**src/rtl/config_chain_loader_pkg.sv**
```systemverilog
// ----------------------------------------------------------------------------
// config_chain_loader_pkg
//   Shared definitions for the configuration chain loader: the state width and
//   the FSM state encodings (IDLE=0, LOAD=1, SHIFT=2, LATCH=3, DONE=4).
// ----------------------------------------------------------------------------
package config_chain_loader_pkg;

  localparam int STATE_W = 3;

  typedef enum logic [STATE_W-1:0] {
    S_IDLE  = 3'd0,
    S_LOAD  = 3'd1,
    S_SHIFT = 3'd2,
    S_LATCH = 3'd3,
    S_DONE  = 3'd4
  } state_e;

endpackage

```
**src/rtl/cfg_word_serializer.sv**
```systemverilog
// ----------------------------------------------------------------------------
// cfg_word_serializer
//   IN_W-bit shift register used both as a parallel-in/serial-out stage (the
//   loader reads par_o[0]) and as a serial-in/parallel-out stage (ser_i enters
//   at the MSB on every shift). Tracks how many bits of the current word have
//   been shifted and flags the shift that reaches the per-word limit.
//
// Ports:
//   clk, rst     clock, asynchronous active-low reset
//   clr_i        drop the current word (register and bit count cleared)
//   load_i       capture data_i and restart the per-word bit count
//   data_i       parallel word
//   limit_i      number of bits in the current word (1..IN_W)
//   shift_i      shift right by one, ser_i enters at the MSB
//   ser_i        serial input
//   par_o        register contents
//   last_o       this shift is the final bit of the current word
// ----------------------------------------------------------------------------
module cfg_word_serializer
  import config_chain_loader_pkg::*;
#(
  parameter int IN_W  = 32,
  parameter int LIM_W = $clog2(IN_W + 1)
) (
  input  logic             clk,
  input  logic             rst,
  input  logic             clr_i,
  input  logic             load_i,
  input  logic [IN_W-1:0]  data_i,
  input  logic [LIM_W-1:0] limit_i,
  input  logic             shift_i,
  input  logic             ser_i,
  output logic [IN_W-1:0]  par_o,
  output logic             last_o
);

  logic [IN_W-1:0]  shreg_q, shreg_d;
  logic [LIM_W-1:0] cnt_q, cnt_d;

  always_comb begin
    shreg_d = shreg_q;
    cnt_d   = cnt_q;
    if (clr_i) begin
      shreg_d = '0;
      cnt_d   = '0;
    end else if (load_i) begin
      shreg_d = data_i;
      cnt_d   = '0;
    end else if (shift_i) begin
      shreg_d = {ser_i, shreg_q[IN_W-1:1]};
      cnt_d   = cnt_q + 1'b1;
    end
  end

  always_ff @(posedge clk or negedge rst) begin
    if (!rst) begin
      shreg_q <= '0;
      cnt_q   <= '0;
    end else begin
      shreg_q <= shreg_d;
      cnt_q   <= cnt_d;
    end
  end

  assign par_o  = shreg_q;
  assign last_o = shift_i && (cnt_q == limit_i - 1'b1);

endmodule

```
**src/rtl/config_chain_loader.sv**
```systemverilog
// ----------------------------------------------------------------------------
// config_chain_loader
//   Streams a configuration bitstream into one serial config chain. Words are
//   accepted on a ready/valid port, shifted LSB-first onto shift_in with cen
//   high, and after exactly CHAIN_LEN bits cset pulses once to latch the chain.
//   abort abandons a load without latching.
//
// Build option:
//   CONFIG_LOADER_READBACK_EN  when defined, shift_out is captured MSB-in while
//   cen=1 and returned as rb_data/rb_valid words (final partial word right-
//   justified, pulsed in the LATCH cycle). When undefined, rb_data/rb_valid
//   are tied to 0 and shift_out is ignored.
//
// Ports:
//   clk, rst           clock, asynchronous active-low reset
//   start, abort       begin a load (IDLE only) / abandon a load
//   cfg_data/valid/ready  config word input handshake
//   cen, shift_in, cset   chain shift enable, serial data, latch pulse
//   shift_out          chain tail (readback)
//   busy, done         load in progress / one-cycle completion pulse
//   rb_data, rb_valid  readback word and its one-cycle strobe
// ----------------------------------------------------------------------------
module config_chain_loader
  import config_chain_loader_pkg::*;
#(
  parameter int CHAIN_LEN = 3072,
  parameter int IN_W      = 32
) (
  input  logic            clk,
  input  logic            rst,
  input  logic            start,
  input  logic            abort,
  input  logic [IN_W-1:0] cfg_data,
  input  logic            cfg_valid,
  output logic            cfg_ready,
  output logic            cen,
  output logic            shift_in,
  output logic            cset,
  input  logic            shift_out,
  output logic            busy,
  output logic            done,
  output logic [IN_W-1:0] rb_data,
  output logic            rb_valid
);

  localparam int CNT_W = $clog2(CHAIN_LEN + 1);
  localparam int LIM_W = $clog2(IN_W + 1);

  state_e           state_q;
  logic             rdy_q, cen_q, cset_q, busy_q, done_q;
  logic [CNT_W-1:0] cnt_q;
  logic [LIM_W-1:0] lim_q;

  logic             hs, shift_en, word_last, chain_last;
  logic [IN_W-1:0]  tx_par;
  logic [IN_W-2:0]  unused_tx_par;

  // Bits in the next word: a full word, or whatever is left of the chain.
  function automatic logic [LIM_W-1:0] word_limit(input logic [CNT_W-1:0] sent);
    int rem;
    rem = CHAIN_LEN - int'(sent);
    if (rem >= IN_W) return LIM_W'(IN_W);
    else             return LIM_W'(rem);
  endfunction

  // abort masks the handshake so a word offered in the same cycle is kept.
  assign hs         = rdy_q && cfg_valid && !abort;
  assign shift_en   = cen_q && !abort;
  assign chain_last = (cnt_q == CNT_W'(CHAIN_LEN - 1));

  always_ff @(posedge clk or negedge rst) begin
    if (!rst) begin
      state_q <= S_IDLE;
      rdy_q   <= 1'b0;
      cen_q   <= 1'b0;
      cset_q  <= 1'b0;
      busy_q  <= 1'b0;
      done_q  <= 1'b0;
      cnt_q   <= '0;
      lim_q   <= '0;
    end else begin
      cset_q <= 1'b0;
      done_q <= 1'b0;
      if (abort && state_q != S_IDLE) begin
        state_q <= S_IDLE;
        rdy_q   <= 1'b0;
        cen_q   <= 1'b0;
        busy_q  <= 1'b0;
        cnt_q   <= '0;
      end else begin
        case (state_q)
          S_IDLE: begin
            if (start && !abort) begin
              state_q <= S_LOAD;
              rdy_q   <= 1'b1;
              busy_q  <= 1'b1;
            end
          end
          S_LOAD: begin
            if (hs) begin
              state_q <= S_SHIFT;
              rdy_q   <= 1'b0;
              cen_q   <= 1'b1;
              lim_q   <= word_limit(cnt_q);
            end
          end
          S_SHIFT: begin
            cnt_q <= cnt_q + 1'b1;
            if (word_last) begin
              cen_q <= 1'b0;
              if (chain_last) begin
                state_q <= S_LATCH;
                cset_q  <= 1'b1;
              end else begin
                state_q <= S_LOAD;
                rdy_q   <= 1'b1;
              end
            end
          end
          S_LATCH: begin
            state_q <= S_DONE;
            busy_q  <= 1'b0;
            done_q  <= 1'b1;
            cnt_q   <= '0;
          end
          S_DONE: begin
            state_q <= S_IDLE;
          end
          default: begin
            state_q <= S_IDLE;
            rdy_q   <= 1'b0;
            cen_q   <= 1'b0;
            busy_q  <= 1'b0;
            cnt_q   <= '0;
          end
        endcase
      end
    end
  end

  cfg_word_serializer #(
    .IN_W (IN_W),
    .LIM_W(LIM_W)
  ) u_tx (
    .clk    (clk),
    .rst    (rst),
    .clr_i  (abort),
    .load_i (hs),
    .data_i (cfg_data),
    .limit_i(lim_q),
    .shift_i(shift_en),
    .ser_i  (1'b0),
    .par_o  (tx_par),
    .last_o (word_last)
  );

  assign unused_tx_par = tx_par[IN_W-1:1];

  assign cfg_ready = rdy_q && !abort;
  assign cen       = cen_q;
  assign shift_in  = cen_q && tx_par[0];
  assign cset      = cset_q;
  assign busy      = busy_q;
  assign done      = done_q;

`ifdef CONFIG_LOADER_READBACK_EN
  logic [IN_W-1:0] rb_par, rb_data_q;
  logic            rb_valid_q;
  logic            unused_rb_last;

  // A short final word sits in the top bits; move it down to bit 0.
  function automatic logic [IN_W-1:0] right_justify(input logic [IN_W-1:0] w,
                                                    input logic [LIM_W-1:0] lim);
    return w >> (IN_W - int'(lim));
  endfunction

  cfg_word_serializer #(
    .IN_W (IN_W),
    .LIM_W(LIM_W)
  ) u_rb (
    .clk    (clk),
    .rst    (rst),
    .clr_i  (abort),
    .load_i (hs),
    .data_i ('0),
    .limit_i(lim_q),
    .shift_i(shift_en),
    .ser_i  (shift_out),
    .par_o  (rb_par),
    .last_o (unused_rb_last)
  );

  // The word is complete including the bit sampled on the last shift, so the
  // strobe lands in the following LOAD (or LATCH) cycle.
  always_ff @(posedge clk or negedge rst) begin
    if (!rst) begin
      rb_data_q  <= '0;
      rb_valid_q <= 1'b0;
    end else begin
      rb_valid_q <= word_last;
      if (word_last) rb_data_q <= right_justify({shift_out, rb_par[IN_W-1:1]}, lim_q);
    end
  end

  assign rb_data  = rb_data_q;
  assign rb_valid = rb_valid_q;
`else
  logic unused_shift_out;
  assign unused_shift_out = shift_out;
  assign rb_data  = '0;
  assign rb_valid = 1'b0;
`endif

endmodule
```
**config.mk**
```make
export PLATFORM = sky130hd
export DESIGN_NAME = config_chain_loader
export DESIGN_NICKNAME = d
export VERILOG_FILES = /design/src/rtl/config_chain_loader_pkg.sv /design/src/rtl/cfg_word_serializer.sv /design/src/rtl/config_chain_loader.sv
export SDC_FILE = /design/constraint.sdc
export NUM_CORES = 1
export LEC_CHECK = 0
export CORE_MARGIN = 3
export CORE_UTILIZATION = 31
export CTS_CLUSTER_SIZE = 8
export DETAILED_ROUTE_END_ITERATION = 7
export PLACE_DENSITY = 0.57
export RECOVER_POWER = 100
export SLEW_MARGIN = 20
export SYNTH_ARGS = -nofsm -noshare
export SYNTH_HDL_FRONTEND = slang
export SYNTH_HIERARCHICAL = 1
export SYNTH_SLANG_ARGS = --single-unit
```
**constraint.sdc**
```tcl
create_clock -name clk -period 2.8 [get_ports clk]
set_input_delay 0.56 -clock clk [delete_from_list [all_inputs] [get_ports clk]]
set_output_delay 0.56 -clock clk [all_outputs]
set_load 0.02 [all_outputs]
```
======== Yosys cells after proc, flatten, opt, wreduce, memory -nomap -nowiden ========
Cells that the tools add are included.
cells by class
  add/sub/neg operators ................... 4
  magnitude comparators ................... 1
  reductions and logical operators ........ 21
  mux-type cells .......................... 33
  bitwise gates (word level) .............. 1
  equal/unequal tests ..................... 14
operator list
  kind                                                                 count
  two-way mux 32 bit                                                   3
  two-way mux 6 bit                                                    4
  case mux 12 bit (2 select lines)                                     1
  two-way mux 1 bit                                                    15
  greater-or-equal comparator 13 x 7 -> 1 bit (second input constant)  1
  subtractor 12 x 12 -> 13 bit (first input constant)                  1
  adder 12 x 1 -> 12 bit (second input constant)                       1
  equality test 12 bit (second input constant)                         1
  two-way mux 12 bit                                                   1
  two-way mux 3 bit                                                    4
  case mux 3 bit (4 select lines)                                      1
  inequality test 3 bit (second input constant)                        3
  AND reduction 3 bit                                                  3
  OR reduction 3 bit                                                   3
  logical AND 1 bit                                                    8
  inequality test 2 x 1 -> 1 bit (second input constant)               4
  adder 6 x 1 -> 6 bit (second input constant)                         1
  equality test 3 x 2 -> 1 bit (second input constant)                 2
  equality test 6 bit                                                  1
  nonzero test 3 bit                                                   2
  subtractor 6 x 1 -> 6 bit (second input constant)                    1
  AND reduction 5 bit                                                  1
  case mux 1 bit (4 select lines)                                      1
  equality test 3 x 1 -> 1 bit (second input constant)                 1
  10 further kinds                                                     10
storage, ports and cells
  input bits .............................. 38
  output and inout port bits .............. 39
  bits in registers ....................... 64

======== Longest topological paths before layout ========
Gate-level depths: netlist (run 1).
  depth in word-level cells ............... 6
  depth in mapped cells ................... 11
  gate-level depth less buffers ........... 11

======== Hierarchy ========
Netlist (run 1), hierarchy kept.
by module, submodules not included
  module               instances  seq. area each (um2)  cells an instance  area an instance (um2)
  cfg_word_serializer  1          950.9                 220                2006.9
  config_chain_loader  1          650.6                 226                1866.8

======== Least setup slack after synthesis (run 1) ========
OpenSTA, ideal clock, no wires.
  path type ............................... input -> register
  from .................................... input port abort
  to ...................................... register rdy_q
  arrival ................................. 2518 ps
  setup slack ............................. 217 ps
  cell stages on the path ................. 11
  path through ............................ clkbuf_1 -> nor2b_1 -> buf_2 -> buf_2 -> o2111ai_1 -> nor4_2 -> o2bb2ai_1 -> a21oi_1 -> o22ai_1 -> a211oi_1 -> o22a_1
between the ends
  word-level cells in the longest chain between the ends .. 5
ends and longest elaborated chain
  what                                             RTL line                   RTL
  start, declared                                  config_chain_loader.sv:32  input logic abort,
  zero test 1 bit                                  config_chain_loader.sv:68  assign shift_en = cen_q && !abort;
  logical AND 1 bit                                config_chain_loader.sv:68
  named net shift_en                               config_chain_loader.sv:54  logic hs, shift_en, word_last, chain_last;
  logical AND 1 bit                                cfg_word_serializer.sv:66  assign last_o = shift_i && (cnt_q == limit_i - 1'b1);
  named net word_last                              config_chain_loader.sv:54
  inequality test 3 x 2 -> 1 bit (no source line)  --
  AND reduction 5 bit (no source line)             --
  end signal, assigned                             config_chain_loader.sv:74  rdy_q <= 1'b0;
  end signal, assigned                             config_chain_loader.sv:86  rdy_q <= 1'b0;
  end signal, assigned                             config_chain_loader.sv:95  rdy_q <= 1'b1;
  end, declared                                    config_chain_loader.sv:50  logic rdy_q, cen_q, cset_q, busy_q, done_q;
The timed path passes the listed nets, and every way through them passes these cells.
A chain may end at the register's enable or synchronous reset.

======== Final worst setup path (run 1) ========
  from .................................... input port abort
  to ...................................... output port cfg_ready
between the ends
  word-level cells in the longest chain between the ends .. 2
ends and longest elaborated chain
  what               RTL line                    RTL
  zero test 1 bit    config_chain_loader.sv:159  assign cfg_ready = rdy_q && !abort;
  logical AND 1 bit  config_chain_loader.sv:159
  end, declared      config_chain_loader.sv:35   output logic cfg_ready,
Every way passes these cells.

==> impl_results.md, run 1 <==
- Maximum fanout encountered on the critical timing path: 6
- Syn Inst Count: 446
- Path category of the worst min-delay check: primary input to asynchronous set/reset pin
- Arr. time, crit path: 2.03 ns
- Overall die height: 117.8 um
- Worst setup slack for register-to-register paths: 0.26 ns
- Clock tree from TritonCTS: yes
- Sequential-to-total area share from yosys stat: 41.34%
- Yosys top cell area share: 41.34%
- Core occupancy in the finished layout: 38.19%
- Startpoint types: primary input
- Number of global-route vias before repair: 2937
- Detailed-placement wirelength estimate: 5.796 mm
- Relative slew margins: 6.197%
- Initial antenna violation count: 0
- Final clock skew: 0.009743 ns
- Highest Clock Rate: 0.3856 GHz
- Post-Place Worst Slack: 0.1684 ns
- Post-CTS Hold Buffers: 0
- Share of the clock period used by the worst path after layout: 92.61%
- Fin Setup TNS: 0 ns
- Critical path required time: 2.24 ns
- IR drop worst, VDD: 0.0002831 V
- Worst setup margin: 0.2068 ns
- Synth Cell Area: 3874 um^2
- Number of storage elements in the synthesis netlist: 64
- Global-route wire length before repair: 14.09 mm
- Number of clock sinks: 64
- Site row count: 40
- Drt first-iter violations: 129
- Total via count in the routed design: 3042
- Fraction of layout cells with a size suffix above 1: 7.613%
- Inserted Clock Buffers: 9
- Area growth syn-to-layout: 19.41%
- Root buffer cell: clkbuf_16
- Status: finished, final reports clean
- Register clock-pin slew on the reported worst setup and hold paths: 0.06 ns
- Largest net degree at the start of global routing: 40
- Worst-Skew Late Latency: 0.33 ns
- Total setup violations reported at the end of the flow: 0
- Setup repair after global routing missed its margin: no
- GRT Resource Usage Total: 12.04%
- Number of antenna repair diodes: 0
- Library cell with the largest summed area after synthesis: dfrtp_1
- Critical path endpoint category: output pin
- Count of maximum capacitance violations: 0
- Gr ovfl total: 0
- Leakage power of the design: 2.097 nW
- Final Net Count: 523
- Slew at the pin with the worst max-slew slack: 1.407 ns
- Number of port buffers: 42
- Crit Path Class: primary input to output pin
- Post-CTS setup buffer count: 0
- Leading cell types by total area after synthesis: dfrtp_1 (41%), mux2i_1 (9.3%), nor2_1 (8.6%)
- Number of gates given a new drive strength after cts: 0
- Number of synthesized flops with an enable pin: 0
- Final RePlAce weighted congestion: 0.7745
- Number of buffers on the longest clock path: 2
- I/O pin count: 77
- Routed WL: 8.317 mm
- Final hold vios: 0
- Drt pass-1 iters: 4
- Area of the core: 12110 um^2
- # H-tree levels: 3
- Dominant register cell in the synthesized netlist: dfrtp_1
- Average via count per standard cell: 4.651
- Overall die area: 13870 um^2
- Mean cell area of the mapped netlist: 8.685 um^2
- Die X: 117.8 um
- Routed wire per std cell: 12.72 um
- Yosys synthesis warning count: 6
- Count of unresolved DRC violations after routing: 0
- Number of slew-limit violations in the final report: 0
- Number of different library cells in the post-synthesis netlist: 54
- Power Dens Cells: 752.4 nW/um^2
- Effective utilization at floorplan: 31.98%
- Fraction of registers with async set/reset: 100.0%
- Number of nets with antenna violations after routing: 0
- Final critical-path required period: 2.593 ns
==> where the power goes <==
part	switching, mW	internal (mW)
logic	0.611	0.503
clock network	0.423	0.744
registers	0.145	1.05
total	1.18	2.30
==> synthesized netlist by cell type (2+ instances only) <==
cell and n:
buf_2 4, or4_1 2, dfrtp_1 64, and2_1 2, nand2b_1 2, or3_1 2, nand3_1 7, o32ai_1 2
nand4_1 3, mux2i_1 36, clkbuf_1 19, nand2_1 20, and3_2 2, a21oi_1 53, and3_1 7, buf_6 2
nor2b_1 6, nor3_1 6, buf_4 34, buf_1 3, xor2_1 10, or2_2 3, o21ai_0 19, nand3b_1 2
a31oi_1 2, ha_1 4, inv_1 6, nor2_1 89, xnor2_1 10
==> stage by stage <==
step / std cells / cell area [um^2] / hold slack, ns / total power, mW
final: 654 / 4626 / 0.5448 / 3.480
after global routing: 654 / 4626 / 0.5668 / 3.704
after CTS: 654 / 4681 / 0.2772 / 3.566
after detailed placement: 638 / 4365 / 0.5354 / 2.379
after global placement: 638 / 4365 / 0.5087 / 2.346
after floorplan: 479 / 3998 / 0.2644 / 2.090
==> kinds of logic after synthesis <==
group | synth area share [%]
xor gates and xnor gates | 4.522
and+or+nand+nor | 19.86
other | 0.09681
adders and majority gates | 1.292
muxes | 9.593
AOI/OAI and AO/OA | 12.89
buffers and inverters | 10.40
DFF | 41.34
==> routing by layer <==
metal,GRT usage (%),share of wire (%),vias to the layer above
met2,19.58,47,71
li1,-,-,1522
met1,16.37,48,1440
met3,2.259,3.8,9
met5,0,0,-
met4,3.516,1.1,0
==> sequential cells by signal, indices dropped and copies added, names as in the netlist <==
register	flops
busy	1
cen	1
cnt_q	12
cset	1
done	1
lim_q	6
rdy_q	1
state_q	3
u_tx/cnt_q	6
u_tx/par_o	32
==> critical path, cell delays in order <==
cell and delay, ns:
dlygate4sd3_1 0.66, nor2b_1 0.14, dlygate4sd3_1 0.68
==> area by class of cell <==
cell class	count	area [um^2]
tap	168	210.2
timing repair buffer	53	484.2
clock inverter	5	62.56
fill	1257	7486
multi-input combinational	347	1992
clock buffer	11	252.7
inverter	6	22.52
sequential	64	1602
==> cell usage in the layout (no fill, tap or decap), drive strengths merged, types with 3 or more instances in the layout <==
master         synthesis  layout
nor2                  90      90
dfrtp                 64      64
a21oi                 53      53
mux2i                 36      36
conb                   1      34
clkdlybuf4s50          0      34
nand2                 20      20
o21ai                 20      20
clkbuf                19      17
xor2                  10      10
xnor2                 10      10
and3                   9       9
inv                    6       8
nand3                  7       7
dlygate4sd3            0       7
nor3                   7       7
buf                   43       6
nor2b                  6       6
ha                     4       4
or2                    3       3
nand4                  3       3
and2                   3       3
==> final timing paths <==
kind                                      start                        end  cells past startpoint
setup / recovery                          abort                  cfg_ready                      3
max in group asynchronous                   rst  u_tx/cnt_q[0]$_DFFE_PN0P_                      2
hold / removal                              rst       cnt_q[6]$_DFFE_PN0P_                      1
min in group clk           lim_q[5]$_DFFE_PN0P_       lim_q[5]$_DFFE_PN0P_                      1
hold reg to reg            lim_q[5]$_DFFE_PN0P_       lim_q[5]$_DFFE_PN0P_                      1
setup reg to reg           cnt_q[0]$_DFFE_PN0P_       lim_q[0]$_DFFE_PN0P_                      8
No activity file was read; power rests on OpenSTA's default activity.
==> inputs of run 2 (changes only) <==
- SKIP_LAST_GASP: not set -> 1
==> results of run 2 <==
The final DEF is identical to that of run 1; final timing and power are the same.
